## config.mk

```make
export PLATFORM = sky130hd
export DESIGN_NAME = pc16_flat
export DESIGN_NICKNAME = d
export VERILOG_FILES = /design/src/rtl/pc16_pkg.sv /design/src/rtl/pc16_if.sv /design/src/rtl/pc16_ret_stack.sv /design/src/rtl/pc16.sv /design/src/flat_wrapper.sv
export SDC_FILE = /design/constraint.sdc
export NUM_CORES = 1
export LEC_CHECK = 0
export ABC_AREA = 1
export BUFFER_PORTS_ARGS = -buffer_cell sky130_fd_sc_hd__buf_2
export CAP_MARGIN = 10
export CORE_MARGIN = 4
export CORE_UTILIZATION = 31
export CTS_CLUSTER_DIAMETER = 100
export DETAILED_ROUTE_END_ITERATION = 6
export PLACE_DENSITY = 0.58
export SYNTH_ARGS = -nofsm -noshare
export SYNTH_HDL_FRONTEND = slang
export SYNTH_HIERARCHICAL = 1
export SYNTH_SLANG_ARGS = --single-unit
```

## constraint.sdc

```tcl
create_clock -name clk -period 3.2 [get_ports clk]
set_input_delay 0.32 -clock clk [delete_from_list [all_inputs] [get_ports clk]]
set_output_delay 0.32 -clock clk [all_outputs]
set_load 0.05 [all_outputs]
```

## src/rtl/pc16_pkg.sv

```systemverilog
// pc16 shared definitions: sizes, per-edge operation encoding, decode helpers.
package pc16_pkg;

  localparam int PC_WIDTH = 16;
  localparam int RS_DEPTH = 4;

  // One operation is selected per edge, in priority order.
  typedef enum logic [2:0] {
    OP_HOLD     = 3'd0,
    OP_INC      = 3'd1,
    OP_JUMP     = 3'd2,
    OP_CALL     = 3'd3,
    OP_CALL_OVF = 3'd4,
    OP_RET      = 3'd5,
    OP_RET_UFL  = 3'd6
  } pc_op_e;

  // Priority decode. A push without load never reaches the stack: it falls
  // through to the return/increment/hold cases as if push were low.
  function automatic pc_op_e pc_decode(input logic load, input logic push,
                                       input logic pop,  input logic inc,
                                       input logic full, input logic empty);
    pc_op_e op;
    if (load && push)  op = full ? OP_CALL_OVF : OP_CALL;
    else if (load)     op = OP_JUMP;
    else if (pop)      op = empty ? OP_RET_UFL : OP_RET;
    else if (inc)      op = OP_INC;
    else               op = OP_HOLD;
    return op;
  endfunction

  // Conditions that raise the sticky error flag.
  function automatic logic pc_fault(input pc_op_e op, input logic load,
                                    input logic push, input logic pop);
    return (op == OP_CALL_OVF) || (op == OP_RET_UFL) ||
           ((op == OP_JUMP) && pop) || (!load && push);
  endfunction

endpackage

```

## src/rtl/pc16_if.sv

```systemverilog
// Control/address bus of the program counter. The master drives the target
// and operation strobes; the slave (pc16) returns the PC and stack status.
interface pc16_if #(parameter int WIDTH = 16);

  logic [WIDTH-1:0] in;
  logic             load;
  logic             inc;
  logic             push;
  logic             pop;
  logic [WIDTH-1:0] out;
  logic             full;
  logic             empty;
  logic             err;

  modport master (output in, load, inc, push, pop,
                  input  out, full, empty, err);

  modport slave  (input  in, load, inc, push, pop,
                  output out, full, empty, err);

endinterface

```

## src/rtl/pc16_ret_stack.sv

```systemverilog
// Return-address stack: register array plus depth counter. push_en/pop_en
// arrive pre-qualified, so no overflow/underflow protection is needed here.
module ret_stack #(
  parameter int WIDTH = 16,
  parameter int DEPTH = 4
) (
  input  logic             clk,
  input  logic             rst,
  input  logic             push_en_i,
  input  logic             pop_en_i,
  input  logic [WIDTH-1:0] din_i,
  output logic [WIDTH-1:0] top_o,
  output logic             full_o,
  output logic             empty_o
);

  localparam int AW = $clog2(DEPTH);

  logic [WIDTH-1:0] mem_q [DEPTH];
  logic [AW:0]      depth_q, depth_d;
  logic [AW-1:0]    top_idx;

  // Top entry sits one below the depth pointer; wraps harmlessly when empty.
  assign top_idx = depth_q[AW-1:0] - AW'(1);
  assign top_o   = mem_q[top_idx];
  assign full_o  = (depth_q == (AW+1)'(DEPTH));
  assign empty_o = (depth_q == '0);

  // Depth next state: push and pop are never asserted together.
  always_comb begin
    depth_d = depth_q;
    if (push_en_i)     depth_d = depth_q + (AW+1)'(1);
    else if (pop_en_i) depth_d = depth_q - (AW+1)'(1);
  end

  // Depth register; contents need no reset since they are unread while empty.
  always_ff @(posedge clk) begin
    if (rst) depth_q <= '0;
    else     depth_q <= depth_d;
  end

  // Entry write at the current depth pointer.
  always_ff @(posedge clk) begin
    if (push_en_i) mem_q[depth_q[AW-1:0]] <= din_i;
  end

endmodule

```

## src/rtl/pc16.sv

```systemverilog
// 16-bit program counter with return-address stack: hold, increment, jump,
// call (jump + push return address) and return (pop), registered update.
module pc16
  import pc16_pkg::*;
#(
  parameter int WIDTH = PC_WIDTH,
  parameter int DEPTH = RS_DEPTH
) (
  input  logic   clk,
  input  logic   rst,
  pc16_if.slave  bus
);

  logic [WIDTH-1:0] out_q, out_d;
  logic             err_q, err_d;
  logic [WIDTH-1:0] out_inc;
  logic [WIDTH-1:0] stk_top;
  logic             stk_full, stk_empty;
  logic             push_en, pop_en;
  pc_op_e           op;

  // Wraps modulo 2^WIDTH; also the pushed return address.
  assign out_inc = out_q + WIDTH'(1);

  ret_stack #(.WIDTH(WIDTH), .DEPTH(DEPTH)) u_stack (
    .clk       (clk),
    .rst       (rst),
    .push_en_i (push_en),
    .pop_en_i  (pop_en),
    .din_i     (out_inc),
    .top_o     (stk_top),
    .full_o    (stk_full),
    .empty_o   (stk_empty)
  );

  // Operation decode and next-state for PC, error flag and stack strobes.
  always_comb begin
    out_d   = out_q;
    err_d   = err_q;
    push_en = 1'b0;
    pop_en  = 1'b0;
    op      = pc_decode(bus.load, bus.push, bus.pop, bus.inc, stk_full, stk_empty);
    case (op)
      OP_CALL:     begin out_d = bus.in; push_en = 1'b1; end
      OP_CALL_OVF: out_d = bus.in;
      OP_JUMP:     out_d = bus.in;
      OP_RET:      begin out_d = stk_top; pop_en = 1'b1; end
      OP_INC:      out_d = out_inc;
      default:     out_d = out_q;
    endcase
    if (pc_fault(op, bus.load, bus.push, bus.pop)) err_d = 1'b1;
  end

  // PC and sticky error register; reset overrides any operation in flight.
  always_ff @(posedge clk) begin
    if (rst) begin
      out_q <= '0;
      err_q <= 1'b0;
    end else begin
      out_q <= out_d;
      err_q <= err_d;
    end
  end

  assign bus.out   = out_q;
  assign bus.full  = stk_full;
  assign bus.empty = stk_empty;
  assign bus.err   = err_q;

endmodule

```

## src/flat_wrapper.sv

```systemverilog
// flat-port wrapper written by rule: the top's interface ports become plain ports
module pc16_flat import pc16_pkg::*;
#(
  parameter int WIDTH = PC_WIDTH,
  parameter int DEPTH = RS_DEPTH
)
  (clk, rst, bus_in, bus_load, bus_inc, bus_push, bus_pop, bus_out, bus_full, bus_empty, bus_err);
  pc16_if #(.WIDTH(WIDTH)) bus_i ();
  input  logic clk;
  input  logic rst;
  input wire logic [$bits(bus_i.in)-1:0] bus_in;
  input wire logic [$bits(bus_i.load)-1:0] bus_load;
  input wire logic [$bits(bus_i.inc)-1:0] bus_inc;
  input wire logic [$bits(bus_i.push)-1:0] bus_push;
  input wire logic [$bits(bus_i.pop)-1:0] bus_pop;
  output wire logic [$bits(bus_i.out)-1:0] bus_out;
  output wire logic [$bits(bus_i.full)-1:0] bus_full;
  output wire logic [$bits(bus_i.empty)-1:0] bus_empty;
  output wire logic [$bits(bus_i.err)-1:0] bus_err;
  assign bus_i.in = bus_in;
  assign bus_i.load = bus_load;
  assign bus_i.inc = bus_inc;
  assign bus_i.push = bus_push;
  assign bus_i.pop = bus_pop;
  assign bus_out = bus_i.out;
  assign bus_full = bus_i.full;
  assign bus_empty = bus_i.empty;
  assign bus_err = bus_i.err;
  pc16 #(.WIDTH(WIDTH), .DEPTH(DEPTH)) u_core (.clk(clk), .rst(rst), .bus(bus_i));
endmodule
```

---- After elaboration in Yosys (flattened, before gate mapping) ----
Memories as Yosys holds them, arrays and structs flattened.
Index checks and enable logic that the tools add are counted.
operators by class
  divide/modulo/power cells ............... 0
  muxes and demuxes ....................... 13
  magnitude comparators ................... 0
  shift operators ......................... 0
  reduce and logical (&&, ||, !) cells .... 11
  equality and inequality tests ........... 7
  multiply operators ...................... 0
  bitwise operators ....................... 0
  $add $sub $neg .......................... 4
operators with widths
  operator                                          number
  case mux 16 bit (3 select lines)                  1
  two-way mux 3 bit                                 6
  adder 16 x 1 -> 16 bit, second input constant     1
  == test 3 bit, second input constant              4
  == test 3 x 2 -> 1 bit, second input constant     2
  two-way mux 1 bit                                 5
  adder 3 x 1 -> 3 bit, second input constant       1
  == test 3 x 1 -> 1 bit, second input constant     1
  logical AND 1 bit                                 3
  logical NOT 3 bit                                 1
  logical OR 1 bit                                  3
  nonzero test 3 bit                                1
  OR reduction 3 bit                                1
  subtractor 3 x 1 -> 3 bit, second input constant  1
  two-way mux 2 bit                                 1
  nonzero test 2 bit                                1
  subtractor 2 x 1 -> 2 bit, second input constant  1
  logical NOT 1 bit                                 1
word-level totals
  word-level logic and storage cells ...... 39
  output and inout bits ................... 19
  register bits ........................... 20
  ROM bits ................................ 0
  memories kept ........................... 1
  input bits .............................. 22
  bits in latches ......................... 0
  memory bits (writable) .................. 64
memory list
  memory                depth  bits a word  read ports  clocked after memory_dff  wr ports  RTL line              RTL
  u_core.u_stack.mem_q  4      16           1           0                         1         pc16_ret_stack.sv:19  logic [WIDTH-1:0] mem_q [DEPTH];

---- Depth between registers and ports, before layout ----
  depth in word-level cells ............... 9
  gate-level depth with buffers ........... 14
  mapped depth without buffers ............ 13

---- Modules after synthesis ----
The synthesis kept the hierarchy.
by module, submodules not included
  module     area an instance (um2)  cells each  instances
  ret_stack  2595.0                  190         1
  pc16       1376.3                  245         1

---- Worst setup path after synthesis ----
No wires, ideal clock.
  path type ............................... reg2reg
  start ................................... register u_core.u_stack.depth_q[0]
  end ..................................... register u_core.out_q[3] (netlist: u_core/bus.out[3])
  path buffers ............................ 2
  period minus slack after synthesis ...... 2.578 ns
  slack ................................... 0.622 ns
  setup time .............................. 0.118 ns
  cell stages (with the launch flop) ...... 14
  data arrival time ....................... 2.460 ns
  cells stage by stage .................... dfxtp_1 -> inv_2 -> buf_2 -> ha_1 -> inv_1 -> nor2_1 -> nand2_1 -> o21ai_1 -> nor2_1 -> inv_2 -> nor2_4 -> buf_6 -> a21oi_1 -> nor2_1
on the way
  longest elaborated chain between the ends .. 8
RTL lines
  item                                                                           RTL line              RTL
  start: declaration                                                             pc16_ret_stack.sv:20  logic [AW:0] depth_q, depth_d;
  start signal: assignment                                                       pc16_ret_stack.sv:39  else depth_q <= depth_d;
  logical NOT 3 bit *                                                            pc16_ret_stack.sv:27  assign empty_o = (depth_q == '0);
  named net bus_empty                                                            flat_wrapper.sv:18    output wire logic [$bits(bus_i.empty)-1:0] bus_empty;
  two-way mux 2 bit *                                                            pc16_pkg.sv:26        else if (pop) op = empty ? OP_RET_UFL : OP_RET;
  two-way mux 3 bit *                                                            pc16_pkg.sv:26
  two-way mux 3 bit *                                                            pc16_pkg.sv:25        else if (load) op = OP_JUMP;
  two-way mux 3 bit *                                                            pc16_pkg.sv:24        if (load && push) op = full ? OP_CALL_OVF : OP_CALL;
  == test 3 x 2 -> 1 bit / == test 3 bit (equally long branches)                 pc16.sv:43            case (op)
  OR reduction 3 bit (no source line)                                            n/a
  case mux 16 bit (3 select lines) / nonzero test 3 bit (equally long branches)  n/a
  end signal: assignment                                                         pc16.sv:60            out_q <= out_d;
  end: declaration                                                               pc16.sv:14            logic [WIDTH-1:0] out_q, out_d;
The timed path passes the listed nets; every way through them passes the cells marked *.
A chain may end at the register's enable or synchronous reset.

---- Worst setup path in the final report ----
  start ................................... register u_core.u_stack.depth_q[1]
  end ..................................... memory u_core.u_stack.mem_q[1][11], enable pin
on the way
  longest elaborated chain between the ends .. 9
RTL lines
  item                                       RTL line              RTL
  logical NOT 3 bit                          pc16_ret_stack.sv:27
  two-way mux 2 bit                          pc16_pkg.sv:26
  two-way mux 3 bit                          pc16_pkg.sv:26
  two-way mux 3 bit                          pc16_pkg.sv:25
  two-way mux 3 bit *                        pc16_pkg.sv:24
  == test 3 x 2 -> 1 bit *                   pc16.sv:43
  two-way mux 1 bit *                        pc16.sv:43
  named net u_core.push_en                   pc16.sv:19            logic push_en, pop_en;
  two-way mux 1 bit *                        pc16_ret_stack.sv:44  if (push_en_i) mem_q[depth_q[AW-1:0]] <= din_i;
  two-way mux 1 bit (not written as such) *  pc16_ret_stack.sv:44
  end: declaration                           pc16_ret_stack.sv:19
Marked as above.

==> qor.yml <==
status:
  status: "complete, no violations"
finish:
  fin_area_um2: 4666
  multi_input_comb_area_um2: 1423
  final_cell_mix: "nand2_1 (98), nor2_1 (72), edfxtp_1 (64), buf_2 (40), inv_1 (34)"
  drive_above_1_share: 0.1438
  antenna_cells: 0
  area_growth_pct: 17.49
  nNetsFinal: 503
  final_common_cell: "nand2_1"
  seq_area_um2: 2322
  num-fill-cells: 1246
  final_util: 0.3712
floorplanning:
  die-area_um2: 14690
  die_h_um: 121.2
  chipWidth_um: 121.2
  core_um2: 12570
  start_util: 0.3160
  row_count: 41
  io_pins: 41
sta:
  setup-violations-final: 0
  worstMarginPinSlew_ps: 934.1
  relSlewSlack: 0.3766
  fin_crit_sh: 0.7185
  hold_violations: 0
  setup_tns_ps: 0
  fmax_mhz: 434.9
  maxSlewViolCount: 0
  rsz0062_at_grt: "false"
  skew_ps: 5.292
  period_needed_ps: 2299
clock_network:
  cts_buffers: 9
  clkTransAtPathRegs_ps: 60
  cts.repair.resized: 0
  cts_setup_buffers: 0
  cts.path.max_buffers: 2
  htreeDepth: 3
  insertion_delay_ps: 340
  hold_buffers: 0
  cts_root_buf: "clkbuf_16"
  cts.sinks: 84
  cts_tree: "built"
hold_path:
  hp-class: "input port to register"
logic_synthesis:
  yosys_warnings: 6
  syn_inst: 435
  synth_ff_type: "edfxtp_1"
  yosysTopAreaCell: "edfxtp_1"
  synth_cell_types: 29
  syn_area_um2: 3971
  ys_ff_latch: 84
  async_flop_share: 0
  yosys.area.top_type_share: 0.4839
  netlist_top_cells_area: "edfxtp_1 (48%), dfxtp_1 (10%), nand2_1 (9.3%), nor2_1 (6.8%), o21ai_1 (3.4%)"
  avgSynthCellArea_um2: 9.129
  seq_area_frac_synth: 0.5848
  synth_edf_count: 64
  synth_nets: 463
worst_setup_path:
  crit_path_start_kind: "register"
  cp_top_family: "buffers and inverters"
  slowest_delay_ps: 640
  cp_data_arrival_time_ps: 2260
  crit_fanout: 16
  cp.required_ps: 3160
  path_common_cell: "inv_1"
  cp_num_buf_inv: 3
  endpoint_kind: "register"
  crit_chain: "inv_1 > ha_1 > nand2_1 > inv_1 > nor2_1 > nand2_1 > inv_1"
  critical_path_class: "register to register"
  cp_slowest_cell: "inv_1"
global_route:
  grt_max_degree: 36
  track_usage: 0.1424
  grt_pass1_vias: 3094
  grt_pass1_wl_mm: 16.01
  antenna_found_initial: 0
  grt_overflow: 0
detailed_routing:
  drt_wl_total_mm: 9.970
  vias: 3105
  drt_iter0_markers: 140
  route.detailed.drc: 0
  avgViaCountPerCell: 4.762
  drtAntennaViolNets: 0
  wire_per_inst_um: 15.29
  firstDrtPassIters: 5
pwr:
  peakVddDrop_mv: 0.2934
  p_leak_uw: 0.001851
  p_per_area_nw_per_um2: 664.2
placement:
  dpl_cell_area_um2: 4329
  hpwl_mm: 6.514
  io_buffers: 40
  gp_congestion: 0.8415
job:
  drv_cap: 0
==> path summary, 6_finish.rpt <==
path                              from                           to  slack, ps  cells after the start
min reg2reg             u_core/bus.err               u_core/bus.err        470                      2
max reg2reg  u_core/u_stack/depth_q[1]  u_core/u_stack/mem_q[1][11]        900                      7
max          u_core/u_stack/depth_q[1]  u_core/u_stack/mem_q[1][11]        900                      7
min                                rst               u_core/bus.err        190                      2
==> worst register-to-register path, delay by kind of cell (launching register included) <==
kind	cells	cell delay [ps]
buffers and inverters	3	800
and+or+nand+nor	3	500
DFF	1	390
adders and majority gates	1	220
==> sequential cells by signal (all words and copies together), names as in the netlist <==
name                    cells
u_core/bus.err              1
u_core/bus.out             16
u_core/u_stack/depth_q      3
u_core/u_stack/mem_q       64
==> synthesized netlist by cell type (all sizes together) (3+ instances only) <==
cell	instances
dfxtp	20
and2	3
xnor2	4
nor2	75
buf	13
a21oi	18
o22ai	16
nand2	98
ha	5
edfxtp	64
nand3	17
inv	37
o21ai	53
==> stage by stage <==
step	hold slack (ps)	std cells	total power (uW)	setup WS, ps
after floorplan	389.4	435	1799	622.4
after global placement	453.3	636	1964	993.7
after detailed placement	463.5	636	1978	915.4
after CTS	177.2	652	3125	902.7
after global routing	193.1	652	3252	666.9
final	186.6	652	3099	900.8
==> per-layer routing <==
layer  wire length (um)  global-route usage
met5                  0                   0
met4                268             0.07353
met2               4907              0.2459
met1               4420              0.1744
met3                374             0.01725
==> report_power, final <==
part	switching [uW]	leakage [uW]	internal (uW)	total (uW)
Combinational	452	0.000928	173	625
Clock	404	0.000169	744	1150
Sequential	57.3	0.000755	1270	1330
==> cells by family (layout without fill, tap and decap cells) <==
logic type      after synthesis  in the layout  share of synthesized area
compound gates               90             90                     0.1219
xor+xnor                      6              6                    0.01323
fa+ha+maj                     6              6                    0.02079
buf+inv                      52             97                    0.05703
flops                        84             84                     0.5847
simple gates                197            197                     0.2023
==> cell type report <==
class | count | area share
sequential | 84 | 0.4977
multi-input combinational | 299 | 0.3049
clock buffer | 12 | 0.05712
timing repair buffer | 44 | 0.04934
tap | 172 | 0.04612
inverter | 37 | 0.02977
clock inverter | 4 | 0.01502
Power figures use the tool's default switching activity.
